$ cat src/rtl/axi_mem_arbiter.sv
// axi_mem_arbiter
//   Shares one downstream AXI4 slave port between two upstream masters:
//     m0 = instruction fetch (read-only), m1 = load/store (read + write).
//   Only one transaction (AR + R burst, or AW + W + B) is in flight at a time,
//   because the downstream slaves hold a single address/length register set.
//
// Ports
//   clk, rst          : clock, asynchronous active-high reset
//   m0_ar*, m0_r*     : m0 read address / read data channels
//   m1_ar*, m1_r*     : m1 read address / read data channels
//   m1_aw*, m1_w*,
//   m1_b*             : m1 write address / write data / write response
//   s_*               : downstream port (same channel set as m1, opposite
//                       directions)
//
// Grant is registered: a request seen in IDLE is forwarded downstream on the
// following cycle, and an IDLE cycle always separates two transactions.
module axi_mem_arbiter #(
  parameter int AW      = 32,
  parameter int DW      = 64,
  parameter int IW      = 4,
  parameter bit WR_PRIO = 1'b1
) (
  input  logic            clk,
  input  logic            rst,

  // m0 read
  input  logic            m0_arvalid,
  output logic            m0_arready,
  input  logic [AW-1:0]   m0_araddr,
  input  logic [IW-1:0]   m0_arid,
  input  logic [7:0]      m0_arlen,
  input  logic [2:0]      m0_arsize,
  input  logic [1:0]      m0_arburst,
  output logic            m0_rvalid,
  input  logic            m0_rready,
  output logic [DW-1:0]   m0_rdata,
  output logic [1:0]      m0_rresp,
  output logic            m0_rlast,
  output logic [IW-1:0]   m0_rid,

  // m1 read
  input  logic            m1_arvalid,
  output logic            m1_arready,
  input  logic [AW-1:0]   m1_araddr,
  input  logic [IW-1:0]   m1_arid,
  input  logic [7:0]      m1_arlen,
  input  logic [2:0]      m1_arsize,
  input  logic [1:0]      m1_arburst,
  output logic            m1_rvalid,
  input  logic            m1_rready,
  output logic [DW-1:0]   m1_rdata,
  output logic [1:0]      m1_rresp,
  output logic            m1_rlast,
  output logic [IW-1:0]   m1_rid,

  // m1 write
  input  logic            m1_awvalid,
  output logic            m1_awready,
  input  logic [AW-1:0]   m1_awaddr,
  input  logic [IW-1:0]   m1_awid,
  input  logic [7:0]      m1_awlen,
  input  logic [2:0]      m1_awsize,
  input  logic [1:0]      m1_awburst,
  input  logic            m1_wvalid,
  output logic            m1_wready,
  input  logic [DW-1:0]   m1_wdata,
  input  logic [DW/8-1:0] m1_wstrb,
  input  logic            m1_wlast,
  output logic            m1_bvalid,
  input  logic            m1_bready,
  output logic [1:0]      m1_bresp,
  output logic [IW-1:0]   m1_bid,

  // downstream
  output logic            s_arvalid,
  input  logic            s_arready,
  output logic [AW-1:0]   s_araddr,
  output logic [IW-1:0]   s_arid,
  output logic [7:0]      s_arlen,
  output logic [2:0]      s_arsize,
  output logic [1:0]      s_arburst,
  input  logic            s_rvalid,
  output logic            s_rready,
  input  logic [DW-1:0]   s_rdata,
  input  logic [1:0]      s_rresp,
  input  logic            s_rlast,
  input  logic [IW-1:0]   s_rid,
  output logic            s_awvalid,
  input  logic            s_awready,
  output logic [AW-1:0]   s_awaddr,
  output logic [IW-1:0]   s_awid,
  output logic [7:0]      s_awlen,
  output logic [2:0]      s_awsize,
  output logic [1:0]      s_awburst,
  output logic            s_wvalid,
  input  logic            s_wready,
  output logic [DW-1:0]   s_wdata,
  output logic [DW/8-1:0] s_wstrb,
  output logic            s_wlast,
  input  logic            s_bvalid,
  output logic            s_bready,
  input  logic [1:0]      s_bresp,
  input  logic [IW-1:0]   s_bid
);

  typedef enum logic [1:0] {
    IDLE = 2'd0,
    RD0  = 2'd1,
    RD1  = 2'd2,
    WR   = 2'd3
  } state_e;

  state_e     state_q, state_d;
  // Round-robin start point: 0 = m0 read, 1 = m1 read, 2 = m1 write.
  // With write priority only values 0 and 1 are ever used.
  logic [1:0] rr_ptr_q, rr_ptr_d;
  logic       ar_sent_q, ar_sent_d;
  logic       aw_sent_q, aw_sent_d;

  logic       ar_hs;
  logic       aw_hs;
  logic       r_done;
  logic       b_done;

  always_ff @(posedge clk or posedge rst) begin
    if (rst) begin
      state_q   <= IDLE;
      rr_ptr_q  <= 2'd0;
      ar_sent_q <= 1'b0;
      aw_sent_q <= 1'b0;
    end else begin
      state_q   <= state_d;
      rr_ptr_q  <= rr_ptr_d;
      ar_sent_q <= ar_sent_d;
      aw_sent_q <= aw_sent_d;
    end
  end

  assign ar_hs  = s_arvalid & s_arready;
  assign aw_hs  = s_awvalid & s_awready;
  assign r_done = s_rvalid & s_rready & s_rlast;
  assign b_done = s_bvalid & s_bready;

  // Next-state: arbitration in IDLE, completion detection elsewhere.
  // The arbiter never counts beats; rlast and the B handshake end a transaction.
  always_comb begin
    state_d   = state_q;
    rr_ptr_d  = rr_ptr_q;
    ar_sent_d = ar_sent_q;
    aw_sent_d = aw_sent_q;

    case (state_q)
      IDLE: begin
        if (WR_PRIO) begin
          if (m1_awvalid) begin
            state_d = WR;
          end else if (m0_arvalid && m1_arvalid) begin
            state_d = (rr_ptr_q == 2'd0) ? RD0 : RD1;
          end else if (m0_arvalid) begin
            state_d = RD0;
          end else if (m1_arvalid) begin
            state_d = RD1;
          end
        end else begin
          // Three-way round robin, order m0 -> m1 read -> m1 write.
          case (rr_ptr_q)
            2'd1: begin
              if (m1_arvalid)      state_d = RD1;
              else if (m1_awvalid) state_d = WR;
              else if (m0_arvalid) state_d = RD0;
            end
            2'd2: begin
              if (m1_awvalid)      state_d = WR;
              else if (m0_arvalid) state_d = RD0;
              else if (m1_arvalid) state_d = RD1;
            end
            default: begin
              if (m0_arvalid)      state_d = RD0;
              else if (m1_arvalid) state_d = RD1;
              else if (m1_awvalid) state_d = WR;
            end
          endcase
        end
      end

      RD0, RD1: begin
        if (ar_hs) begin
          ar_sent_d = 1'b1;
        end
        if (r_done) begin
          state_d   = IDLE;
          ar_sent_d = 1'b0;
          if (state_q == RD0) begin
            rr_ptr_d = 2'd1;
          end else begin
            rr_ptr_d = WR_PRIO ? 2'd0 : 2'd2;
          end
        end
      end

      WR: begin
        if (aw_hs) begin
          aw_sent_d = 1'b1;
        end
        if (b_done) begin
          state_d   = IDLE;
          aw_sent_d = 1'b0;
          if (!WR_PRIO) begin
            rr_ptr_d = 2'd0;
          end
        end
      end

      default: begin
        state_d = IDLE;
      end
    endcase
  end

  // Channel routing. Everything defaults to zero so IDLE (and therefore reset)
  // presents no valid/ready and no data to either side. The *_sent guards stop
  // the address from being issued a second time while the master still holds
  // its valid.
  always_comb begin
    m0_arready = 1'b0;
    m0_rvalid  = 1'b0;
    m0_rdata   = '0;
    m0_rresp   = '0;
    m0_rlast   = 1'b0;
    m0_rid     = '0;
    m1_arready = 1'b0;
    m1_rvalid  = 1'b0;
    m1_rdata   = '0;
    m1_rresp   = '0;
    m1_rlast   = 1'b0;
    m1_rid     = '0;
    m1_awready = 1'b0;
    m1_wready  = 1'b0;
    m1_bvalid  = 1'b0;
    m1_bresp   = '0;
    m1_bid     = '0;
    s_arvalid  = 1'b0;
    s_araddr   = '0;
    s_arid     = '0;
    s_arlen    = '0;
    s_arsize   = '0;
    s_arburst  = '0;
    s_rready   = 1'b0;
    s_awvalid  = 1'b0;
    s_awaddr   = '0;
    s_awid     = '0;
    s_awlen    = '0;
    s_awsize   = '0;
    s_awburst  = '0;
    s_wvalid   = 1'b0;
    s_wdata    = '0;
    s_wstrb    = '0;
    s_wlast    = 1'b0;
    s_bready   = 1'b0;

    case (state_q)
      RD0: begin
        s_arvalid  = m0_arvalid & ~ar_sent_q;
        s_araddr   = m0_araddr;
        s_arid     = m0_arid;
        s_arlen    = m0_arlen;
        s_arsize   = m0_arsize;
        s_arburst  = m0_arburst;
        m0_arready = s_arready & ~ar_sent_q;
        m0_rvalid  = s_rvalid;
        m0_rdata   = s_rdata;
        m0_rresp   = s_rresp;
        m0_rlast   = s_rlast;
        m0_rid     = s_rid;
        s_rready   = m0_rready;
      end

      RD1: begin
        s_arvalid  = m1_arvalid & ~ar_sent_q;
        s_araddr   = m1_araddr;
        s_arid     = m1_arid;
        s_arlen    = m1_arlen;
        s_arsize   = m1_arsize;
        s_arburst  = m1_arburst;
        m1_arready = s_arready & ~ar_sent_q;
        m1_rvalid  = s_rvalid;
        m1_rdata   = s_rdata;
        m1_rresp   = s_rresp;
        m1_rlast   = s_rlast;
        m1_rid     = s_rid;
        s_rready   = m1_rready;
      end

      WR: begin
        s_awvalid  = m1_awvalid & ~aw_sent_q;
        s_awaddr   = m1_awaddr;
        s_awid     = m1_awid;
        s_awlen    = m1_awlen;
        s_awsize   = m1_awsize;
        s_awburst  = m1_awburst;
        m1_awready = s_awready & ~aw_sent_q;
        s_wvalid   = m1_wvalid;
        s_wdata    = m1_wdata;
        s_wstrb    = m1_wstrb;
        s_wlast    = m1_wlast;
        m1_wready  = s_wready;
        m1_bvalid  = s_bvalid;
        m1_bresp   = s_bresp;
        m1_bid     = s_bid;
        s_bready   = m1_bready;
      end

      default: begin
      end
    endcase
  end

endmodule

$ cat config.mk
export PLATFORM = sky130hd
export DESIGN_NAME = axi_mem_arbiter
export DESIGN_NICKNAME = d
export VERILOG_FILES = /design/src/rtl/axi_mem_arbiter.sv
export SDC_FILE = /design/constraint.sdc
export NUM_CORES = 1
export LEC_CHECK = 0
export ABC_CLOCK_PERIOD_IN_PS = 3200
export BUFFER_PORTS_ARGS = -buffer_cell sky130_fd_sc_hd__buf_2
export CAP_MARGIN = 40
export CORE_AREA = 3 3 247 249
export DETAILED_ROUTE_END_ITERATION = 10
export DIE_AREA = 0 0 250 252
export SLEW_MARGIN = 20
export SYNTH_ARGS = -nofsm -noshare
export SYNTH_HDL_FRONTEND = slang
export SYNTH_SLANG_ARGS = --single-unit
$ cat constraint.sdc
create_clock -name clk -period 3.2 [get_ports clk]
set_input_delay 0.32 -clock clk [delete_from_list [all_inputs] [get_ports clk]]
set_output_delay 0.32 -clock clk [all_outputs]
set_load 0.1 [all_outputs]
==> results of run 1 <==
[layer usage]
layer	part of all wire	vias up	wire (µm)
met5	0.00039	-	9
met4	0.027	2	634
met3	0.093	22	2151
met2	0.50	381	11580
met1	0.38	2460	8738
li1	-	2694	-
[per-stage QoR]
| step | std cells | area [µm²] | util | hold slack, ps |
|---|---|---|---|---|
| finish | 1853 | 7142 | 0.1212 | 12.69 |
| global route | 1853 | 7142 | 0.1212 | 29.25 |
| CTS | 1848 | 7129 | 0.1210 | 22.89 |
| detailed placement | 1844 | 7049 | 0.1197 | 266.9 |
| global placement | 1844 | 7049 | 0.1197 | 266.9 |
| floorplan | 461 | 2913 | - | 98.52 |
[cell families (layout without fill, tap and decap cells)]
family	Yosys count	after routing
other	0	5
DFF	5	5
muxes	4	4
and+or+nand+nor	339	339
adders and majority gates	5	5
buffers and inverters	51	665
AOI/OAI and AO/OA	57	57
[area by class of cell]
type                            count  share of cell area
Antenna cell                        5            0.001752
Multi-Input combinational cell    405              0.3607
Sequential cell                     5             0.01752
Clock inverter                      1           0.0007008
Clock buffer                        3             0.01051
Inverter                            4            0.002102
Timing Repair Buffer              657              0.4713
Tap cell                          773              0.1354
[sequential cells by signal, summed over array words and instances, names as in the netlist]
| name | count |
|---|---|
| state_q | 2 |
| aw_sent_q | 1 |
| ar_sent_q | 1 |
| rr_ptr_q | 1 |
[synthesized netlist by cell type, types with 2 or more instances]
cell	n
buf_1	2
buf_2	3
dfrtp_1	5
a22oi_1	49
a21oi_1	4
nor2_1	51
clkbuf_1	31
ha_1	5
mux2i_1	3
and2_1	276
and3b_1	4
clkbuf_2	2
nand2_1	4
buf_6	2
inv_1	3
buf_4	7
[worst paths after layout]
check	startpoint	endpoint	slack (ps)
worst max-delay path	state_q[0]$_DFFE_PP0P_	s_araddr[11]	460
max in group asynchronous	rst	state_q[1]$_DFFE_PP0P_	2980
worst max register to register	state_q[1]$_DFFE_PP0P_	rr_ptr_q[0]$_DFFE_PP0P_	1260
worst min register to register	rr_ptr_q[0]$_DFFE_PP0P_	rr_ptr_q[0]$_DFFE_PP0P_	510
min in group clk	s_bvalid	aw_sent_q$_DFFE_PP0P_	310
worst min-delay path	rst	aw_sent_q$_DFFE_PP0P_	10
[worst max-delay path, stage by stage (launching register included)]
cell and delay, ps:
dfrtp_1 410, inv_1 140, ha_1 340, inv_2 190, buf_4 270, nor2_1 330
buf_2 510
==> results.ini, run 1 <==
[status]
outcome = finished clean

[worst_hold_path]
min_path_type = input port to asynchronous set/reset pin

[grt]
grtUsageMet2 = 0.1158
antenna_found_initial = 8
first_global_vias = 5332
grt_max_degree = 82
grt-busiest-layer = met2
use_met1 = 0.07301
grt-ovfl-total = 0
grt_pass1_wl_um = 30960
met3_usage = 0.01371
grt_use_total = 0.06351

[critical_path]
startpoint_type = flop
cp_max_fo = 23
critPathArrivalTime_ps = 2420
end_kind = output pin
path_class = flop to output pin
reg2reg_depth = 6
required_ps = 2880

[final_layout]
final_common_cell = buf_2
mostFrequentLayoutCells = buf_2 (641), and2_1 (276), nor2_1 (51)
multiInputGateArea_um2 = 2576
area_growth_pct = 145.2
fin_nets = 1392
nFillCells = 6893
regArea_um2 = 125.1
drive_gt1_frac = 0.6233

[place]
pre_cts_ws_ps = 631.6
io_buffers = 641
hpwl_um = 20500
gp_congestion = 0.9306

[timing]
fin_ws_ps = 459.6
setup_viol = 0
fmax_mhz = 364.9
max-slew-margin-rel = 0.5655
rsz0062_at_grt = false
fin_setup_tns_ps = 0
final-hold-violation-count = 0
drv_slew = 0
period_minus_slack_ps = 2740
skew_ps = 1.306
tightest_slew_ps = 651.8
finalCritPeriodShare = 0.8564

[detailed_routing]
first_pass_iters = 4
routedWlPerCell_um = 12.47
ant_nets = 0
drc = 0
vias_per_cell = 3.000
first_iter_violations = 310
wl_um = 23110
dr_total_vias = 5559

[clock_tree]
hold_buffers = 0
cts_tree = yes
clk_pin_slew_ps = 40
clk_path_buf_depth = 2
cts_inserted_buffers = 3
cts_setup_buffers = 0
cts.sinks = 5
cts_resized = 0
cts-root-buf = clkbuf_16
htree_levels = 1
clock_latency_ps = 230

[logic_synthesis]
synthArstFlopShare = 1.000
synthFlopType = dfrtp_1
synth.distinct_cells = 26
synth_area_leaders = and2_1 (59%), a22oi_1 (13%), nor2_1 (6.6%)
synth_simple_gate_area_share = 0.6877
synth_compound_area_frac = 0.1503
ys_warn_count = 0
synth_top_family_by_area = simple AND/OR/NAND/NOR gates
syn_nets = 777
synth-xor-area-share = 0
synthMuxAreaShare = 0.01546
ys_seq_area_frac = 0.04296
ys_ff_latch = 5
avgSynthCellArea_um2 = 6.318
yosys.area.top_type = and2_1
syn_area_um2 = 2913
yosys.area_share.adder = 0.02148
syn_inst = 461
synth_top_area_share = 0.5928
synth-edff-count = 0

[die]
die_x_um = 250
start_util = 0.04945
num_rows = 89
ios = 642
fp.coreArea_um2 = 58910
die_y_um = 252
die-area_um2 = 63000

[run]
maxCapViolations = 0

Power of run 1 is left out: the tool's default activity adds up to more than one toggle a clock period on the data nets, which glitch-free logic cannot reach.
==> run 2, diff against run 1 <==
Settings changed: RECOVER_POWER set to 25.
==> run 2 against run 1 <==
Compared with the run above: clock skew rose by 0.93 ps; critical endpoint is now s_awaddr[1]; largest cell class unchanged; clock-buffer cell count did not move; final cell count did not move; die area did not move; critical path depth fell by 3; register-to-register slack got worse by 320 ps; highest routed layer unchanged; flip-flop and latch count did not move; utilization fell by 0.17 points.
==> results.ini, run 2 (synthesized netlist as in run 1, its figures left out) <==
[detailed_routing]
routedWlPerCell_um = 12.49  ; was 12.47 µm
drc = 0  ; unchanged
ant_nets = 0  ; unchanged
first_iter_violations = 314  ; was 310
wl_um = 23150  ; was 23,110 µm
first_pass_iters = 4  ; unchanged
dr_total_vias = 5518  ; was 5,559
vias_per_cell = 2.978  ; was 3.000

[clock_tree]
cts.sinks = 5  ; unchanged
clk_pin_slew_ps = 40  ; about the same
clk_path_buf_depth = 2  ; unchanged
cts_setup_buffers = 0  ; unchanged
htree_levels = 1  ; unchanged
cts_inserted_buffers = 3  ; unchanged
hold_buffers = 0  ; unchanged
cts_resized = 0  ; unchanged
clock_latency_ps = 230  ; about the same
cts_tree = yes  ; unchanged
cts-root-buf = clkbuf_16  ; unchanged

[final_layout]
largest_register_ffs = 2  ; unchanged
regMostFlops = state_q  ; unchanged
final_common_cell = buf_2  ; unchanged
nFillCells = 6933  ; was 6,893
mostFrequentLayoutCells = buf_2 (566), and2_1 (276), clkbuf_1 (73)  ; was buf_2 (641), and2_1 (276), nor2_1 (51)
final_cells = 1853  ; unchanged
area_growth_pct = 141.8  ; was 145.2%
final_core_util = 0.1195  ; was 0.1212
fin_nets = 1392  ; unchanged
drive_gt1_frac = 0.5535  ; was 0.6233

[critical_path]
critPathBufInv = 1  ; was 4
end_kind = output pin  ; unchanged
cp_max_fo = 44  ; was 23
critPathMaxStageDelay_ps = 900  ; was 510 ps
startpoint_type = flop  ; unchanged
critPathArrivalTime_ps = 2540  ; was 2420 ps
critPathTopFamily = buffers and inverters  ; unchanged
path_cells = ha_2, and2_1, clkbuf_1  ; was inv_1, ha_1, inv_2, buf_4, nor2_1, buf_2
path_class = flop to output pin  ; unchanged
cp_slowest_cell = clkbuf_1  ; was buf_2
required_ps = 2880  ; about the same

[grt]
antenna_found_initial = 8  ; unchanged
first_global_vias = 5332  ; unchanged
grt_use_total = 0.06351  ; unchanged
grt_pass1_wl_um = 30960  ; unchanged
grt_max_degree = 82  ; unchanged
grt-ovfl-total = 0  ; unchanged

[worst_hold_path]
min_path_type = input port to asynchronous set/reset pin  ; unchanged

[die]
num_rows = 89  ; unchanged
die_y_um = 252  ; unchanged
die-area_um2 = 63000  ; unchanged
fp.coreArea_um2 = 58910  ; unchanged
ios = 642  ; unchanged
die_x_um = 250  ; unchanged
start_util = 0.04945  ; unchanged

[timing]
skew_ps = 2.239  ; was 1.306 ps
fin_setup_tns_ps = 0  ; unchanged
period_minus_slack_ps = 2855  ; was 2740 ps
drv_slew = 0  ; unchanged
whs_ps = 5.845  ; was 12.69 ps
setup_viol = 0  ; unchanged
max-slew-margin-rel = 0.1992  ; was 0.5655
fmax_mhz = 350.2  ; was 364.9 MHz
finalCritPeriodShare = 0.8923  ; was 0.8564
final-hold-violation-count = 0  ; unchanged
tightest_slew_ps = 1206  ; was 651.8 ps
rsz0062_at_grt = false  ; unchanged

[status]
outcome = finished clean  ; unchanged

[place]
place_inst = 1844  ; unchanged
io_buffers = 641  ; unchanged
hpwl_um = 20500  ; unchanged
gp_congestion = 0.9306  ; unchanged

[run]
maxCapViolations = 0  ; unchanged

run 2: worst register-to-register path: cells and delay by family (launching register included):
kind | cells | cell delay (ps)
flip-flops | 1 | 410
AND/OR/NAND/NOR | 2 | 190
buffers and inverters | 3 | 1010
adder cells (fa/ha/maj) | 1 | 350
AO/OA/AOI/OAI | 1 | 180
run 2: metal layers:
| layer | up-vias | part of all wire | GRT usage |
|---|---|---|---|
| li1 | 2696 | - | - |
| met1 | 2430 | 0.38 | 0.07301 |
| met2 | 368 | 0.50 | 0.1158 |
| met3 | 22 | 0.096 | 0.01371 |
| met4 | 2 | 0.027 | 0.02242 |
| met5 | - | 0.00039 | 0 |
run 2: area by class of cell:
class | count | area (µm²) | share of cell area
Antenna cell | 5 | 12.51 | 0.001777
Clock buffer | 3 | 75.07 | 0.01066
Clock inverter | 1 | 5.005 | 0.0007107
Inverter | 4 | 15.01 | 0.002132
Multi-Input combinational cell | 405 | 2571 | 0.3651
Sequential cell | 5 | 125.1 | 0.01777
Tap cell | 773 | 967.2 | 0.1373
Timing Repair Buffer | 657 | 3271 | 0.4645
run 2: stage by stage:
step                      instance area [µm²]  worst slack (ps)
final                                    7042             344.6
after global routing                     7042             197.3
after CTS                                7129             382.5
after detailed placement                 7049             631.6
after global placement                   7049             659.0
after floorplan                          2913             448.5
run 2: final timing paths:
kind / from / end / slack, ps / cells after the start
max: state_q[0]$_DFFE_PP0P_ / s_awaddr[1] / 340 / 3
min: rst / ar_sent_q$_DFFE_PP0P_ / 6 / 2
max reg2reg: state_q[0]$_DFFE_PP0P_ / ar_sent_q$_DFFE_PP0P_ / 940 / 7
min reg2reg: rr_ptr_q[0]$_DFFE_PP0P_ / rr_ptr_q[0]$_DFFE_PP0P_ / 510 / 1
max in group asynchronous: rst / aw_sent_q$_DFFE_PP0P_ / 3000 / 2
min in group clk: s_bvalid / aw_sent_q$_DFFE_PP0P_ / 320 / 2
Power of run 2 is left out for the same reason.
==> run 3, diff against run 2 <==
Settings changed: ABC_CLOCK_PERIOD_IN_PS 3200 to 3300, MAX_ROUTING_LAYER set to met4.
Clock period 3.2 ns to 3.3 ns, I/O delays scaled along.
==> run 3 against run 2 <==
Compared with the run above: die area did not move; routed wire length is 0.78% lower; critical path depth unchanged; cell area about the same; global-route usage rose by 0.086 points; non-clock buffer count down 3; clock skew is essentially flat; clock-buffer cell count unchanged; worst setup slack improved by 37 ps; flip-flop and latch count did not move; final cell count down 0.22%.
==> results.ini, run 3 (synthesized netlist as in run 1, its figures left out) <==
[critical_path]
critPathArrivalTime_ps = 2590  ; was 2540 ps
critPathMaxStageDelay_ps = 880  ; was 900 ps
cp_max_fo = 52  ; was 44
startpoint_type = flop  ; unchanged
end_kind = output pin  ; unchanged
required_ps = 2970  ; was 2880 ps
cp_slowest_cell = clkbuf_1  ; unchanged
path_class = flop to output pin  ; unchanged
path_cells = ha_2, and2_1, clkbuf_1  ; unchanged

[place]
hpwl_um = 20370  ; was 20,500 µm
dpl-instance-area_um2 = 7039  ; was 7049 µm²
gp_congestion = 0.9072  ; was 0.9306
io_buffers = 641  ; unchanged
place_inst = 1841  ; was 1,844

[detailed_routing]
first_pass_iters = 7  ; was 4
dr_total_vias = 5503  ; was 5,518
routedWlPerCell_um = 12.42  ; was 12.49 µm
wl_um = 22970  ; was 23,150 µm
vias_per_cell = 2.976  ; was 2.978
ant_nets = 0  ; unchanged
first_iter_violations = 352  ; was 314
drc = 0  ; unchanged

[final_layout]
final_cell_area_um2 = 7036  ; was 7042 µm²
final_common_cell = buf_2  ; unchanged
regMostFlops = state_q  ; unchanged
largest_register_ffs = 2  ; unchanged
area_growth_pct = 141.5  ; was 141.8%
mostFrequentLayoutCells = buf_2 (567), and2_1 (276), clkbuf_1 (66)  ; was buf_2 (566), and2_1 (276), clkbuf_1 (73)
drive_gt1_frac = 0.5588  ; was 0.5535
final_cells = 1849  ; was 1,853
fin_nets = 1389  ; was 1,392
final_core_util = 0.1194  ; was 0.1195

[die]
die-area_um2 = 63000  ; unchanged
die_x_um = 250  ; unchanged
num_rows = 89  ; unchanged
ios = 642  ; unchanged
fp.coreArea_um2 = 58910  ; unchanged
start_util = 0.04945  ; unchanged
die_y_um = 252  ; unchanged

[clock_tree]
clock_latency_ps = 230  ; about the same
hold_buffers = 0  ; unchanged
htree_levels = 1  ; unchanged
cts_resized = 0  ; unchanged
clk_path_buf_depth = 2  ; unchanged
cts_inserted_buffers = 3  ; unchanged
cts_tree = yes  ; unchanged
clk_pin_slew_ps = 40  ; about the same
cts.sinks = 5  ; unchanged
cts-root-buf = clkbuf_16  ; unchanged
cts_setup_buffers = 0  ; unchanged

[timing]
rsz0062_at_grt = false  ; unchanged
period_minus_slack_ps = 2918
fin_setup_tns_ps = 0  ; unchanged
tightest_slew_ps = 1339  ; was 1206 ps
finalCritPeriodShare = 0.8844
fmax_mhz = 342.7
setup_viol = 0  ; unchanged
max-slew-margin-rel = 0.1113  ; was 0.1992
final-hold-violation-count = 0  ; unchanged
skew_ps = 2.574  ; was 2.239 ps
drv_slew = 0  ; unchanged

[grt]
grt-ovfl-total = 0  ; unchanged
grt_use_total = 0.06437  ; was 0.06351
grt_max_degree = 76  ; was 82
grt_pass1_wl_um = 30520  ; was 30,960 µm
antenna_found_initial = 7  ; was 8
first_global_vias = 5071  ; was 5,332

[run]
maxCapViolations = 0  ; unchanged

[worst_hold_path]
min_path_type = input port to asynchronous set/reset pin  ; unchanged

[status]
outcome = finished clean  ; unchanged

## run 3: cell count changes in the layout (fill, tap and decap cells not counted), sizes merged
cell / change
diode: -1
clkbuf: -1
buf: -2
## run 3: worst paths after layout
path	start	to	slack (ps)	cells after the start
max	state_q[0]$_DFFE_PP0P_	m1_bid[3]	380	3
min	rst	ar_sent_q$_DFFE_PP0P_	10	2
max reg2reg	state_q[0]$_DFFE_PP0P_	state_q[0]$_DFFE_PP0P_	1130	5
min reg2reg	rr_ptr_q[0]$_DFFE_PP0P_	rr_ptr_q[0]$_DFFE_PP0P_	520	1
max in group asynchronous	rst	aw_sent_q$_DFFE_PP0P_	3090	2
min in group clk	s_bvalid	aw_sent_q$_DFFE_PP0P_	320	2
## run 3: worst max-delay path: cells and delay by family, from the launching register on
kind | cells | cell delay, ps
fa+ha+maj | 1 | 700
flops | 1 | 410
simple gates | 1 | 320
buf+inv | 1 | 880
## run 3: layout make-up
| type | count | area, µm² |
|---|---|---|
| fillers | 6914 | 51870 |
| well taps | 773 | 967.2 |
| clock buffers | 3 | 75.07 |
| multi-input cells | 405 | 2565 |
| diodes | 4 | 10.01 |
| clock inverters | 1 | 5.005 |
| flip-flops and latches | 5 | 125.1 |
| inverters | 4 | 15.01 |
| repair buffers | 654 | 3273 |
## run 3: metal layers
| metal | wire (µm) | vias to the layer above | GRT usage |
|---|---|---|---|
| met5 | 0 | - | - |
| met4 | 614 | 0 | 0.02093 |
| met3 | 2136 | 18 | 0.009071 |
| met2 | 11430 | 392 | 0.1133 |
| met1 | 8794 | 2404 | 0.07549 |
| li1 | - | 2689 | - |
## run 3: metrics by stage
stage / worst slack, ps / hold WS, ps
global route: 257.5 / 39.29
finish: 381.6 / 11.92
floorplan: 538.5 / 108.5
global placement: 879.2 / 270.0
detailed placement: 869.8 / 270.6
CTS: 615.4 / 29.10
Power of run 3 is left out for the same reason.
